File: config.mk
export PLATFORM = sky130hd
export DESIGN_NAME = spi_master_ctrl
export DESIGN_NICKNAME = d
export VERILOG_FILES = /design/src/rtl/spi_master_ctrl.sv
export SDC_FILE = /design/constraint.sdc
export NUM_CORES = 1
export LEC_CHECK = 0
export ABC_AREA = 1
export ABC_CLOCK_PERIOD_IN_PS = 2200
export CELL_PAD_IN_SITES_DETAIL_PLACEMENT = 1
export CELL_PAD_IN_SITES_GLOBAL_PLACEMENT = 1
export CORE_AREA = 3 3 56 96
export DETAILED_ROUTE_END_ITERATION = 10
export DIE_AREA = 0 0 59 99
export GPL_TIMING_DRIVEN = 0
export PLACE_DENSITY = 0.79
export SYNTH_ARGS = -nofsm -noshare
export SYNTH_HDL_FRONTEND = slang
export SYNTH_SLANG_ARGS = --single-unit
File: constraint.sdc
create_clock -name clk -period 2.2 [get_ports clk]
set_input_delay 0.44 -clock clk [delete_from_list [all_inputs] [get_ports clk]]
set_output_delay 0.44 -clock clk [all_outputs]
set_load 0.02 [all_outputs]
File: src/rtl/spi_master_ctrl.sv
// SPI-style sequencer for a LOAD/SCLK shift-register slave: pre-LOAD, WIDTH
// MSB-first bits, post-LOAD, then a one-cycle DONE carrying the received word.
module spi_master_ctrl #(
  parameter int WIDTH    = 9,
  parameter int HALF_DIV = 2
) (
  input  logic             clk,
  input  logic             rst_n,
  input  logic             start,
  input  logic [WIDTH-1:0] tx_data,
  output logic             busy,
  output logic             done,
  output logic [WIDTH-1:0] rx_data,
  output logic             sclk,
  output logic             load,
  output logic             mosi,
  input  logic             miso
);

  localparam int PW = (HALF_DIV > 1) ? $clog2(HALF_DIV) : 1;
  localparam int CW = $clog2(WIDTH + 1);
  localparam logic [PW-1:0] PH_LAST  = PW'(HALF_DIV - 1);
  localparam logic [CW-1:0] BIT_LAST = CW'(WIDTH - 1);

  typedef enum logic [2:0] {
    S_IDLE,
    S_LOAD_A,
    S_LOW,
    S_HIGH,
    S_TAIL,
    S_LOAD_B,
    S_DONE
  } state_t;

  state_t           state;
  logic [PW-1:0]    phase;
  logic [CW-1:0]    bit_cnt;
  logic [WIDTH-1:0] tx_sr;
  logic [WIDTH-1:0] rx_sr;
  logic             phase_end;

  assign phase_end = (phase == PH_LAST);

  always_ff @(posedge clk or negedge rst_n) begin
    if (!rst_n) begin
      state   <= S_IDLE;
      phase   <= '0;
      bit_cnt <= '0;
      tx_sr   <= '0;
      rx_sr   <= '0;
      busy    <= 1'b0;
      done    <= 1'b0;
      rx_data <= '0;
      sclk    <= 1'b0;
      load    <= 1'b0;
      mosi    <= 1'b0;
    end else begin
      case (state)
        S_IDLE: begin
          done <= 1'b0;
          // The cycle after DONE still has busy set, so a held START waits one cycle.
          if (busy) begin
            busy <= 1'b0;
          end else if (start) begin
            tx_sr   <= tx_data;
            bit_cnt <= '0;
            phase   <= '0;
            busy    <= 1'b1;
            load    <= 1'b1;
            state   <= S_LOAD_A;
          end
        end

        S_DONE: begin
          done    <= 1'b1;
          rx_data <= rx_sr;
          mosi    <= 1'b0;
          state   <= S_IDLE;
        end

        default: begin
          phase <= phase_end ? '0 : phase + 1'b1;
          if (phase_end) begin
            case (state)
              S_LOAD_A: begin
                load  <= 1'b0;
                mosi  <= tx_sr[WIDTH-1];
                state <= S_LOW;
              end
              S_LOW: begin
                sclk  <= 1'b1;
                state <= S_HIGH;
              end
              S_HIGH: begin
                // MISO is still stable here: the slave only shifts after SCLK falls.
                rx_sr   <= {rx_sr[WIDTH-2:0], miso};
                bit_cnt <= bit_cnt + 1'b1;
                sclk    <= 1'b0;
                if (bit_cnt == BIT_LAST) begin
                  state <= S_TAIL;
                end else begin
                  tx_sr <= tx_sr << 1;
                  mosi  <= tx_sr[WIDTH-2];
                  state <= S_LOW;
                end
              end
              S_TAIL: begin
                load  <= 1'b1;
                state <= S_LOAD_B;
              end
              S_LOAD_B: begin
                load  <= 1'b0;
                state <= S_DONE;
              end
              default: state <= S_IDLE;
            endcase
          end
        end
      endcase
    end
  end

endmodule

# Word level (Yosys, flattened, before mapping)

Cells that the tools add are included.

Register bits: 40
Logic and storage cells: 80
Output and inout bits: 14
Input port bits: 13

Muxes and demuxes: 34
Equal/unequal tests: 11
Bitwise gates (word level): 3
Reductions and logical operators: 19
$add $sub $neg: 2

Operators with widths:

| operator            | number |
|---|---|
| $mux 9              | 5 |
| $pmux 9 s2          | 1 |
| $mux 4              | 4 |
| $pmux 3 s5          | 1 |
| $pmux 1 s2          | 7 |
| $mux 3              | 4 |
| $reduce_and 3->1    | 4 |
| $mux 1              | 10 |
| $reduce_and 5->1    | 2 |
| $reduce_bool 2->1   | 5 |
| $eq 3x3->1 const B  | 3 |
| $reduce_bool 3->1   | 3 |
| $pmux 4 s2          | 1 |
| $eq 3x2->1 const B  | 2 |
| $pmux 3 s2          | 1 |
| $reduce_and 6->1    | 1 |
| $add 4x1->4 const B | 1 |
| $eq 4x4->1 const B  | 1 |
| $ne 2x2->1 const B  | 2 |
| $reduce_and 4->1    | 1 |
| $reduce_or 2->1     | 2 |
| $eq 3x1->1 const B  | 1 |
| $logic_not 3->1     | 1 |
| $ne 3x2->1 const B  | 1 |
| 3 further kinds     | 5 |

# Logic depth before layout (Yosys ltp)

Gate-level depths: netlist of run 1.

Word-level depth: 5
Gate-level depth with buffers: 9
Mapped depth without buffers: 9

# Worst setup path after synthesis of run 1

OpenSTA, ideal clock, no wires.

Kind: register to register
From: reg bit_cnt[0]
To: reg tx_sr[1]
Period minus slack after synthesis: 1.320 ns
Library setup time: 0.065 ns
Path buffers: 0
Required time: 2.135 ns
Cell stages (with the launch flop): 9
Arrival time: 1.255 ns
Setup slack: 0.880 ns
Path through: dfrtp_1 -> inv_1 -> ha_1 -> nand2_1 -> nor2_1 -> nand2_1 -> nand4_4 -> nand2_1 -> nand2_1

Cells in the longest elaborated chain, start to end: 3

Ends and longest elaborated chain:

| item                              | line | RTL |
|---|---|---|
| from (decl)                       | 37   | `logic [CW-1:0] bit_cnt;` |
| from (signal assigned)            | 97   | `bit_cnt <= bit_cnt + 1'b1;` |
| $eq 4x4->1                        | 99   | `if (bit_cnt == BIT_LAST) begin` |
| $ne 2x1->1 (no source line)       | --   |  |
| $reduce_and 6->1 (no source line) | --   |  |
| to (signal assigned)              | 65   | `tx_sr <= tx_data;` |
| to (signal assigned)              | 102  | `tx_sr <= tx_sr << 1;` |
| to (decl)                         | 38   | `logic [WIDTH-1:0] tx_sr;` |

Every way passes these cells.
A chain may end at the register's enable or synchronous reset.

# Worst setup path after layout of run 1

From: reg mosi
To: out mosi

RTL lines:

| item                   | line | RTL |
|---|---|---|
| from (decl)            | 16   | `output logic mosi,` |
| from (signal assigned) | 87   | `mosi <= tx_sr[WIDTH-1];` |
| from (signal assigned) | 103  | `mosi <= tx_sr[WIDTH-2];` |

No word-level cell between the ends.

==> metrics.csv, run 1 <==
stage,metric,value,unit
outcome,outcome,finished clean,
sta,fin worst setup slack,0.475,ns
power_and_ir_drop,share of total power in the clock network,16.9,%
detailed_routing,number of antenna-violating nets in the routed design,0,
power_and_ir_drop,pwr dens,1260,nW/um^2
synthesis,main flop type after synthesis,dfrtp_1,
clock_tree,postcts setup bufs,0,
critical_path,Bufs and invs on worst path,1,
placement,setup slack at placement,0.530,ns
detailed_routing,vias per cell,5.26,
floorplanning,Rows,33,
power_and_ir_drop,switching part of the total power,43.2,%
finish,Layout Nets,285,
synthesis,post-synthesis mux area share,0,%
critical_path,Setup crit start kind,flip-flop,
clock_tree,Clock Latency Late Sink,0.29,ns
clock_tree,H-tree depth,2,
synthesis,"Seq/Total Area, Yosys",49.3,%
synthesis,Gate Count Post-Synth,236,
clock_tree,# resized after CTS,0,
power_and_ir_drop,Seq pwr share,34.9,%
power_and_ir_drop,Pint,1.76,mW
sta,Fin Clk Skew,0.00708,ns
clock_tree,CTS Buffer Depth,2,
sta,Peak Freq,580,MHz
finish,area of the multi-input gates,867,um^2
finish,P&R area growth vs syn,21.5,%
critical_path,worst path cell trace,clkdlybuf4s50_1,
global_routing,vias in the first global route,1810,
clock_tree,Num Clock Sinks,40,
synthesis,syn_area_per_cell,8.60,um^2
critical_path,R2R Setup Slk,0.53,ns
global_routing,Global Route met3 Usage,2.88,%
synthesis,Post-Synth XOR/XNOR Area,0.863,%
synthesis,Synth cell types,25,
global_routing,grt met1 use,23.0,%
detailed_routing,via count,1694,
sta,RSZ-0062 raised after global routing,no,
clock_tree,hold bufs inserted after CTS,0,
finish,FF+latch area,1000,um^2
floorplanning,die height,99,um
global_routing,Tot GR Track Use,18.8,%
critical_path,Crit path largest cell delay,0.62,ns
power_and_ir_drop,Sw Pwr,1.34,mW
detailed_routing,wire per inst,15.1,um
sta,final setup violation count,0,
detailed_routing,TritonRoute pass-1 iters,4,
critical_path,WS Path Type,flip-flop to output port,
job,max cap viols,0,
finish,# diodes,0,
placement,hpwl dp,3540,um
global_routing,initial antenna violation count,0,
critical_path,CP Max Fanout,2,
clock_tree,Root Buffer,clkbuf_8,
clock_tree,clk slew on worst S/H paths,0.08,ns
power_and_ir_drop,worst vdd ir,0.825,mV
global_routing,GR peak layer,met2,
floorplanning,die area,5840,um^2
power_and_ir_drop,Tot Pwr,3.11,mW
floorplanning,Core Footprint,4710,um^2
detailed_routing,DRT iter0 DRCs,40,
synthesis,post-synthesis adder-cell area fraction,1.23,%
detailed_routing,# DRC,0,
worst_hold_path,min-delay worst type,primary input to async pin,
synthesis,Synth Area in Simple Gates,32.2,%
placement,port buffer count,26,
power_and_ir_drop,Gate power share,48.2,%
clock_tree,cts bufs inserted,5,
synthesis,most common cell in the netlist,nand2_1,
sta,Final Hold Fails,0,
detailed_routing,Total Wirelength,4850,um
floorplanning,Die X,59,um
finish,share of cells above drive strength 1,13.3,%
sta,worst slew pin tran,0.531,ns
synthesis,synth warn,0,
global_routing,total global routing overflow,0,
synthesis,Seq cells post-synth,40,
sta,fin crit share,78.4,%
synthesis,Synth area leaders,"dfrtp_1 (49%), nand2_1 (18%), nand3_1 (3.5%), o21ai_0 (3.5%), buf_6 (3.3%)",
power_and_ir_drop,static leakage,1.22,nW
critical_path,"CP delay by family, top",buffers and inverters,
synthesis,"EDFF count, synth",0,
sta,max_slew headroom,64.5,%
global_routing,largest net degree at the start of global routing,29,
critical_path,Critical Path AT,1.29,ns
synthesis,Syn Nets,251,
synthesis,Syn Std Cell Area,2030,um^2
critical_path,Worst setup EP type,output port,
critical_path,slowest CP cell,clkdlybuf4s50_1,
synthesis,largest family of logic cells by synthesized area,simple AND/OR/NAND/NOR gates,
finish,Fillers,578,
floorplanning,I/O pin count,27,
synthesis,Yosys top cell by area,dfrtp_1,
finish,Final Util,52.4,%
synthesis,Synth top area share,49.3,%
critical_path,Worst Path Required,1.76,ns
sta,Tmin final,1.73,ns
global_routing,M2 GR Usage,32.7,%
sta,Setup TNS,0,ns
synthesis,Synth Area in Compound Gates,8.38,%
floorplanning,Starting Density,43.1,%
global_routing,first-pass GRT wire length,8540,um
sta,final max-slew violation count,0,
synthesis,"Async S/R FF share, synth",100,%
placement,final RePlAce weighted congestion,0.764,
synthesis,Synth top cells by count,"nand2_1 (99), dfrtp_1 (40), inv_1 (16)",
clock_tree,CTS tree,yes,
per-stage QoR:
| stage | hold WS [ns] | cells | area, um^2 |
|---|---|---|---|
| global route | 0.0573 | 322 | 2470 |
| CTS | 0.0496 | 322 | 2470 |
| finish | 0.0451 | 322 | 2470 |
| floorplan | 0.144 | 236 | 2030 |
| detailed placement | 0.364 | 315 | 2370 |
| global placement | 0.452 | 314 | 2360 |
power by group through the flow:
stage	Combinational, mW	Clock, mW	Sequential (mW)
CTS	1.54	0.543	1.08
detailed placement	1.52	0	1.09
global placement	1.46	0	1.08
finish	1.50	0.526	1.08
floorplan	1.08	0	1.10
global route	1.69	0.569	1.11
routing by layer:
layer | vias to the layer above | part of all wire, %
li1 | 810 | -
met1 | 852 | 41
met2 | 25 | 55
met3 | 7 | 2.3
met4 | 0 | 1.6
met5 | - | 0
path summary, 6_finish.rpt:
| path | startpoint | end | depth (start not counted) |
|---|---|---|---|
| max | mosi | mosi | 1 |
| min | rst_n | state[0] | 1 |
| max reg2reg | bit_cnt[0] | tx_sr[5] | 8 |
| min reg2reg | load | load | 2 |
| max in group asynchronous | rst_n | rx_sr[8] | 2 |
| min in group clk | load | load | 2 |
cell usage in the layout (no fill, tap or decap):
cell type and count:
nand2_1 99, dfrtp_1 40, clkdlybuf4s50_1 25, inv_1 16, nand3_1 14, o21ai_0 14
o21ai_1 11, clkbuf_8 7, buf_6 6, nor2_1 5, a21oi_1 4, nand2_4 3
buf_2 3, nand4_4 2, nor2_8 2, nand2_2 2, nand3_4 2, inv_4 2
nand4_1 2, xor2_1 2, ha_1 2, clkinv_4 1, nor2_4 1, nor2_2 1
o21ai_4 1, inv_2 1, a21oi_2 1, buf_12 1
cells by family (layout without fill, tap and decap cells):
group / count (synthesis) / after routing
AOI/OAI and AO/OA: 31 / 31
xor gates and xnor gates: 2 / 2
buffers and inverters: 28 / 62
and+or+nand+nor: 133 / 133
adders and majority gates: 2 / 2
DFF: 40 / 40
sequential cells by signal, indices dropped and copies added, names as in the netlist:
register and count:
rx_data 9, rx_sr 9, tx_sr 9, bit_cnt 4, state 3, busy 1
done 1, load 1, mosi 1, phase 1, sclk 1
worst register-to-register path: stages (launching register included):
cell	delay, ns
dfrtp_1	0.41
inv_1	0.10
ha_1	0.15
nand2_1	0.05
nor2_1	0.41
nand2_1	0.18
nand4_4	0.18
nand2_1	0.07
nand2_1	0.06
area by class of cell:
cell class,count,area share (%)
buffer,8,3.14
sequential,40,40.6
multi-input combinational,168,35.1
inverter,20,3.45
timing repair buffer,27,11.2
tap,52,2.64
clock buffer,7,3.90
(Power assumes the default switching activity.)
==> run 2: changes to the inputs <==
==> config.mk (replaced) <==
export PLATFORM = sky130hd
export DESIGN_NAME = spi_master_ctrl
export DESIGN_NICKNAME = d
export VERILOG_FILES = /design/src/rtl/spi_master_ctrl.sv
export SDC_FILE = /design/constraint.sdc
export NUM_CORES = 1
export LEC_CHECK = 0
export ABC_AREA = 1
export ABC_CLOCK_PERIOD_IN_PS = 1600
export CELL_PAD_IN_SITES_DETAIL_PLACEMENT = 1
export CELL_PAD_IN_SITES_GLOBAL_PLACEMENT = 1
export CORE_AREA = 3 3 58 100
export DETAILED_ROUTE_END_ITERATION = 10
export DIE_AREA = 0 0 61 103
export GPL_TIMING_DRIVEN = 0
export PLACE_DENSITY = 0.74
export SYNTH_ARGS = -nofsm -noshare
export SYNTH_HDL_FRONTEND = slang
export SYNTH_SLANG_ARGS = --single-unit
==> constraint.sdc (replaced) <==
create_clock -name clk -period 1.6 [get_ports clk]
set_input_delay 0.32 -clock clk [delete_from_list [all_inputs] [get_ports clk]]
set_output_delay 0.32 -clock clk [all_outputs]
set_load 0.02 [all_outputs]
==> run 2 against run 1 <==
Final area is 0.76% higher; combinational power is 33% higher; setup slack worse by 0.44 ns; clock skew is 0.0010 ns lower; register-to-register slack worse by 0.38 ns; die area is 7.6% higher; sequential power is 36% higher; utilization is 3.3 points lower; first-iteration DRC count is 30% lower; power is 35% higher; global-route usage is 1.7 points lower.
==> metrics.csv, run 2 (synthesis results as in run 1) <==
stage,metric,value,unit
critical_path,slowest CP cell,clkdlybuf4s50_1,
job,max cap viols,0,
finish,largest registers,"rx_data: 9 flops, rx_sr: 9 flops, tx_sr: 9 flops",
sta,final setup violation count,0,
sta,fin crit share,97.6,%
detailed_routing,TritonRoute pass-1 iters,3,
clock_tree,clk slew on worst S/H paths,0.08,ns
sta,worst slew pin tran,0.365,ns
floorplanning,I/O pin count,27,
sta,RSZ-0062 raised after global routing,no,
worst_hold_path,min-delay worst type,primary input to async pin,
power_and_ir_drop,Sw Pwr,1.80,mW
sta,fin worst setup slack,0.0386,ns
finish,Final Util,49.1,%
sta,max_slew headroom,75.7,%
detailed_routing,wire per inst,14.0,um
global_routing,total global routing overflow,0,
placement,setup slack at placement,-0.0276,ns
finish,area of the multi-input gates,870,um^2
detailed_routing,Routed met2 length,2400,um
critical_path,"CP delay by family, top",buffers and inverters,
power_and_ir_drop,static leakage,1.33,nW
detailed_routing,Met1 Wirelength,1930,um
finish,most frequent cells in the layout,"nand2_1 (99), dfrtp_1 (40), inv_1 (16), clkdlybuf4s50_1 (15)",
global_routing,largest net degree at the start of global routing,27,
clock_tree,Clock Latency Late Sink,0.29,ns
clock_tree,cts bufs inserted,5,
power_and_ir_drop,switching part of the total power,43.1,%
power_and_ir_drop,pwr dens,1680,nW/um^2
global_routing,Tot GR Track Use,17.0,%
critical_path,Setup crit start kind,flip-flop,
sta,Peak Freq,640,MHz
power_and_ir_drop,Pint,2.38,mW
sta,Tmin final,1.56,ns
placement,placed cells,317,
sta,Fin Clk Skew,0.00604,ns
placement,placed inst area,2370,um^2
placement,final RePlAce weighted congestion,0.763,
finish,FF+latch area,1000,um^2
finish,# diodes,0,
detailed_routing,via count,1642,
floorplanning,die height,103,um
finish,share of cells above drive strength 1,13.2,%
clock_tree,CTS Buffer Depth,2,
global_routing,vias in the first global route,1728,
clock_tree,Root Buffer,clkbuf_8,
finish,"commonest non-fill, non-tap cell in the layout",nand2_1,
finish,Fillers,618,
power_and_ir_drop,Tot Pwr,4.18,mW
power_and_ir_drop,share of total power in the clock network,16.9,%
critical_path,worst path cell trace,clkdlybuf4s50_1,
power_and_ir_drop,Seq pwr share,35.3,%
detailed_routing,Top Metal Used,met4,
global_routing,first-pass GRT wire length,8020,um
power_and_ir_drop,Gate power share,47.8,%
sta,Final Hold Fails,0,
clock_tree,postcts setup bufs,0,
placement,port buffer count,26,
detailed_routing,Total Wirelength,4550,um
placement,hpwl dp,3360,um
finish,Non-Filler Instances,326,
detailed_routing,vias per cell,5.04,
clock_tree,Num Clock Sinks,40,
floorplanning,Core Footprint,5060,um^2
sta,final max-slew violation count,0,
floorplanning,die area,6280,um^2
clock_tree,CTS tree,yes,
critical_path,Bufs and invs on worst path,1,
detailed_routing,# DRC,0,
detailed_routing,DR WL met3,135,um
floorplanning,Starting Density,40.1,%
power_and_ir_drop,worst vdd ir,0.704,mV
floorplanning,Die X,61,um
detailed_routing,number of antenna-violating nets in the routed design,0,
global_routing,initial antenna violation count,0,
finish,Layout Nets,286,
critical_path,Worst Path Required,1.28,ns
clock_tree,H-tree depth,2,
finish,P&R area growth vs syn,22.4,%
critical_path,WS Path Type,flip-flop to output port,
critical_path,Worst setup EP type,output port,
critical_path,CP Max Fanout,2,
detailed_routing,DRT iter0 DRCs,28,
outcome,outcome,finished clean,
floorplanning,Rows,34,
critical_path,Crit path largest cell delay,0.60,ns
critical_path,Critical Path AT,1.24,ns
finish,finished layout cell area,2490,um^2
==> run 2: cell types whose count changed in the layout (fill, tap and decap cells not counted), sizes merged <==
cell | previous run | this run
dlygate4sd3 | 0 | 1
dlymetal6s2s | 0 | 6
dlygate4sd2 | 0 | 4
clkdlybuf4s50 | 25 | 15
clkbuf | 7 | 8
==> run 2: repair_timing <==
action / in CTS / in global routing
endpoints found under the hold margin: 14 / 0
hold buffers: 1 / 0
endpoints found under the setup margin: 13 / 6
resized for setup: 5 / 6
==> run 2: routing by layer <==
metal / vias to the layer above / track usage [%]
met4: 0 / 6.51
met1: 803 / 20.6
met5: - / 0
met3: 5 / 3.13
met2: 21 / 29.3
li1: 813 / -
==> run 2: per-stage QoR <==
step / hold slack, ns / setup TNS [ns]
detailed placement: 0.257 / -0.180
finish: 0.464 / 0
floorplan: 0.0244 / 0
global route: 0.504 / 0
CTS: 0.468 / 0
global placement: 0.453 / -34.89
==> run 2: worst paths after layout <==
kind | from | end | slack [ns] | depth (start not counted)
setup / recovery | rx_data[5] | rx_data[5] | 0.04 | 1
hold / removal | rst_n | rx_data[8] | 0.46 | 2
setup reg to reg | bit_cnt[0] | tx_sr[2] | 0.15 | 8
hold reg to reg | load | load | 0.47 | 2
max in group asynchronous | rst_n | bit_cnt[0] | 0.67 | 3
min in group clk | load | load | 0.47 | 2
==> run 2: power groups by stage <==
stage	Combinational [mW]	Sequential [mW]	Clock, mW
global placement	2.02	1.48	0
floorplan	1.49	1.52	0
global route	2.29	1.51	0.767
CTS	2.07	1.48	0.732
detailed placement	2.06	1.49	0
finish	2.00	1.47	0.706
==> run 2: cell type report <==
type / instances / area share (%)
Sequential cell: 40 / 40.3
Multi-Input combinational cell: 168 / 35.0
Timing Repair Buffer: 28 / 11.9
Clock buffer: 8 / 3.62
Inverter: 20 / 3.42
Buffer: 8 / 3.12
Tap cell: 54 / 2.72
==> run 3: changes to the inputs <==
--- a/config.mk
+++ b/config.mk
@@ -12,8 +12,8 @@
 export CORE_AREA = 3 3 58 100
 export DETAILED_ROUTE_END_ITERATION = 10
 export DIE_AREA = 0 0 61 103
-export GPL_TIMING_DRIVEN = 0
 export PLACE_DENSITY = 0.74
+export RECOVER_POWER = 50
 export SYNTH_ARGS = -nofsm -noshare
 export SYNTH_HDL_FRONTEND = slang
 export SYNTH_SLANG_ARGS = --single-unit
==> run 3 against run 2 <==
Die area unchanged; first-iteration DRC count up 43%; sequential share of layout area up 0.81 points; critical endpoint is now tx_sr[7]; highest routed layer unchanged; clock skew up 0.00095 ns.
==> metrics.csv, run 3 (synthesis results as in run 1) <==
stage,metric,value,unit
detailed_routing,Total Wirelength,4540,um
sta,Tmin final,1.42,ns
job,max cap viols,0,
detailed_routing,DRT iter0 DRCs,40,
clock_tree,CTS tree,yes,
finish,largest registers,"rx_data: 9 flops, rx_sr: 9 flops, tx_sr: 9 flops",
floorplanning,Starting Density,40.1,%
sta,final setup violation count,0,
clock_tree,postcts setup bufs,0,
critical_path,R2R Path End,tx_sr[7],
sta,worst slew pin tran,0.506,ns
floorplanning,die height,103,um
finish,share of cells above drive strength 1,14.7,%
critical_path,worst r2r src,bit_cnt[0],
critical_path,Critical Path AT,1.66,ns
power_and_ir_drop,Gate power share,45.1,%
clock_tree,Clock Latency Late Sink,0.29,ns
sta,max_slew headroom,66.2,%
sta,fin crit share,88.8,%
detailed_routing,vias per cell,4.99,
placement,placed cells,318,
critical_path,R2R Setup Slk,0.18,ns
finish,Fillers,631,
detailed_routing,via count,1632,
finish,P&R area growth vs syn,20.5,%
detailed_routing,# DRC,0,
finish,Non-Filler Instances,327,
global_routing,largest net degree at the start of global routing,21,
global_routing,initial antenna violation count,0,
critical_path,Setup crit start kind,flip-flop,
clock_tree,clk slew on worst S/H paths,0.08,ns
finish,"commonest non-fill, non-tap cell in the layout",nand2_1,
finish,most frequent cells in the layout,"nand2_1 (99), dfrtp_1 (37), inv_1 (16), nand3_1 (14), o21ai_0 (14)",
worst_hold_path,min-delay worst type,primary input to async pin,
placement,hpwl dp,3490,um
sta,Peak Freq,704,MHz
floorplanning,Die X,61,um
sta,Final Hold Fails,0,
outcome,outcome,finished clean,
clock_tree,Num Clock Sinks,40,
global_routing,first-pass GRT wire length,8140,um
floorplanning,I/O pin count,27,
sta,Setup TNS,0,ns
detailed_routing,TritonRoute pass-1 iters,4,
clock_tree,H-tree depth,2,
global_routing,vias in the first global route,1777,
detailed_routing,number of antenna-violating nets in the routed design,0,
floorplanning,Core Footprint,5060,um^2
floorplanning,Rows,34,
global_routing,total global routing overflow,0,
power_and_ir_drop,switching part of the total power,43.4,%
sta,final max-slew violation count,0,
critical_path,Worst setup EP type,flip-flop,
clock_tree,CTS Buffer Depth,2,
placement,port buffer count,26,
floorplanning,die area,6280,um^2
critical_path,Reg2Reg Depth,8,
placement,final RePlAce weighted congestion,0.751,
finish,# diodes,0,
critical_path,WS Path Type,flip-flop to flip-flop,
finish,Layout Nets,287,
power_and_ir_drop,Pint,2.38,mW
detailed_routing,wire per inst,13.9,um
power_and_ir_drop,Sw Pwr,1.82,mW
power_and_ir_drop,pwr dens,1720,nW/um^2
critical_path,CP Max Fanout,8,
power_and_ir_drop,Seq pwr share,37.6,%
sta,RSZ-0062 raised after global routing,no,
power_and_ir_drop,share of total power in the clock network,17.3,%
clock_tree,cts bufs inserted,5,
sta,Fin Clk Skew,0.00700,ns
power_and_ir_drop,worst vdd ir,0.855,mV
power_and_ir_drop,static leakage,1.28,nW
global_routing,Tot GR Track Use,16.9,%
clock_tree,Root Buffer,clkbuf_8,
critical_path,Worst Path Required,1.84,ns
==> run 3: cell count changes in the layout (fill, tap and decap cells not counted), sizes merged <==
cell,before,now
clkdlybuf4s50,15,11
buf,10,8
clkbuf,8,13
clkinvlp,0,2
dlygate4sd2,4,6
dlymetal6s2s,6,4
==> run 3: worst max path at each step <==
stage,start,end,slack [ns],depth (start not counted)
after floorplan,bit_cnt[0],tx_sr[1],0.28,8
after detailed placement,state[0],tx_sr[3],0.1,6
after CTS,rx_data[2],rx_data[2],0.01,1
after global routing,bit_cnt[0],tx_sr[7],0.03,8
after global placement,state[0],load,0.10,8
final,bit_cnt[0],tx_sr[7],0.18,8
==> run 3: layer usage <==
metal  GRT usage (%)  share of wire [%]  up-vias
met2            29.5                 55       29
met5               0                  0        -
li1                -                  -      809
met3            3.26                3.2       10
met1            20.3                 40      784
met4            5.51                2.1        0
==> run 3: repair_timing <==
action                     in CTS  in global routing
gates cloned                    0                  0
hold endpoints to repair        5                  0
gates resized for setup         6                 11
setup endpoints to repair       6                 24
hold buffers                    1                  0
==> run 3: cell type report <==
class / instances / area [um^2] / share of cell area [%]
Multi-Input combinational cell: 168 / 867 / 35.4
Clock buffer: 6 / 82.6 / 3.38
Sequential cell: 40 / 1000 / 41.1
Inverter: 20 / 85.1 / 3.48
Clock inverter: 2 / 15.0 / 0.614
Tap cell: 54 / 67.6 / 2.76
Timing Repair Buffer: 37 / 324 / 13.2
==> run 3: power by group through the flow <==
stage,registers (mW),clock network [mW],logic [mW]
after CTS,1.58,0.748,1.97
final,1.58,0.727,1.89
after detailed placement,1.60,0,1.95
after global placement,1.59,0,1.92
after global routing,1.63,0.782,2.18
after floorplan,1.52,0,1.49
==> run 3: through the flow <==
stage / cell area, um^2 / hold WS (ns) / power [mW] / utilization, % / worst slack (ns)
5_1_grt: 2450 / 0.460 / 4.60 / 48.3 / 0.0320
2_1_floorplan: 2030 / 0.0244 / 3.00 / - / 0.280
4_1_cts: 2460 / 0.366 / 4.30 / 48.7 / 0.0133
3_5_place_dp: 2360 / 0.154 / 3.56 / 46.7 / 0.0993
3_3_place_gp: 2360 / 0.152 / 3.52 / 46.7 / 0.103
6_report: 2450 / 0.432 / 4.20 / 48.3 / 0.179
==> run 3: critical path, stage by stage (launching register included) <==
cell	delay (ns)
dfrtp_1	0.40
inv_1	0.07
ha_1	0.19
nand2_1	0.08
nor2_1	0.05
buf_4	0.16
o21ai_4	0.23
nand3_1	0.12
nand2_1	0.07
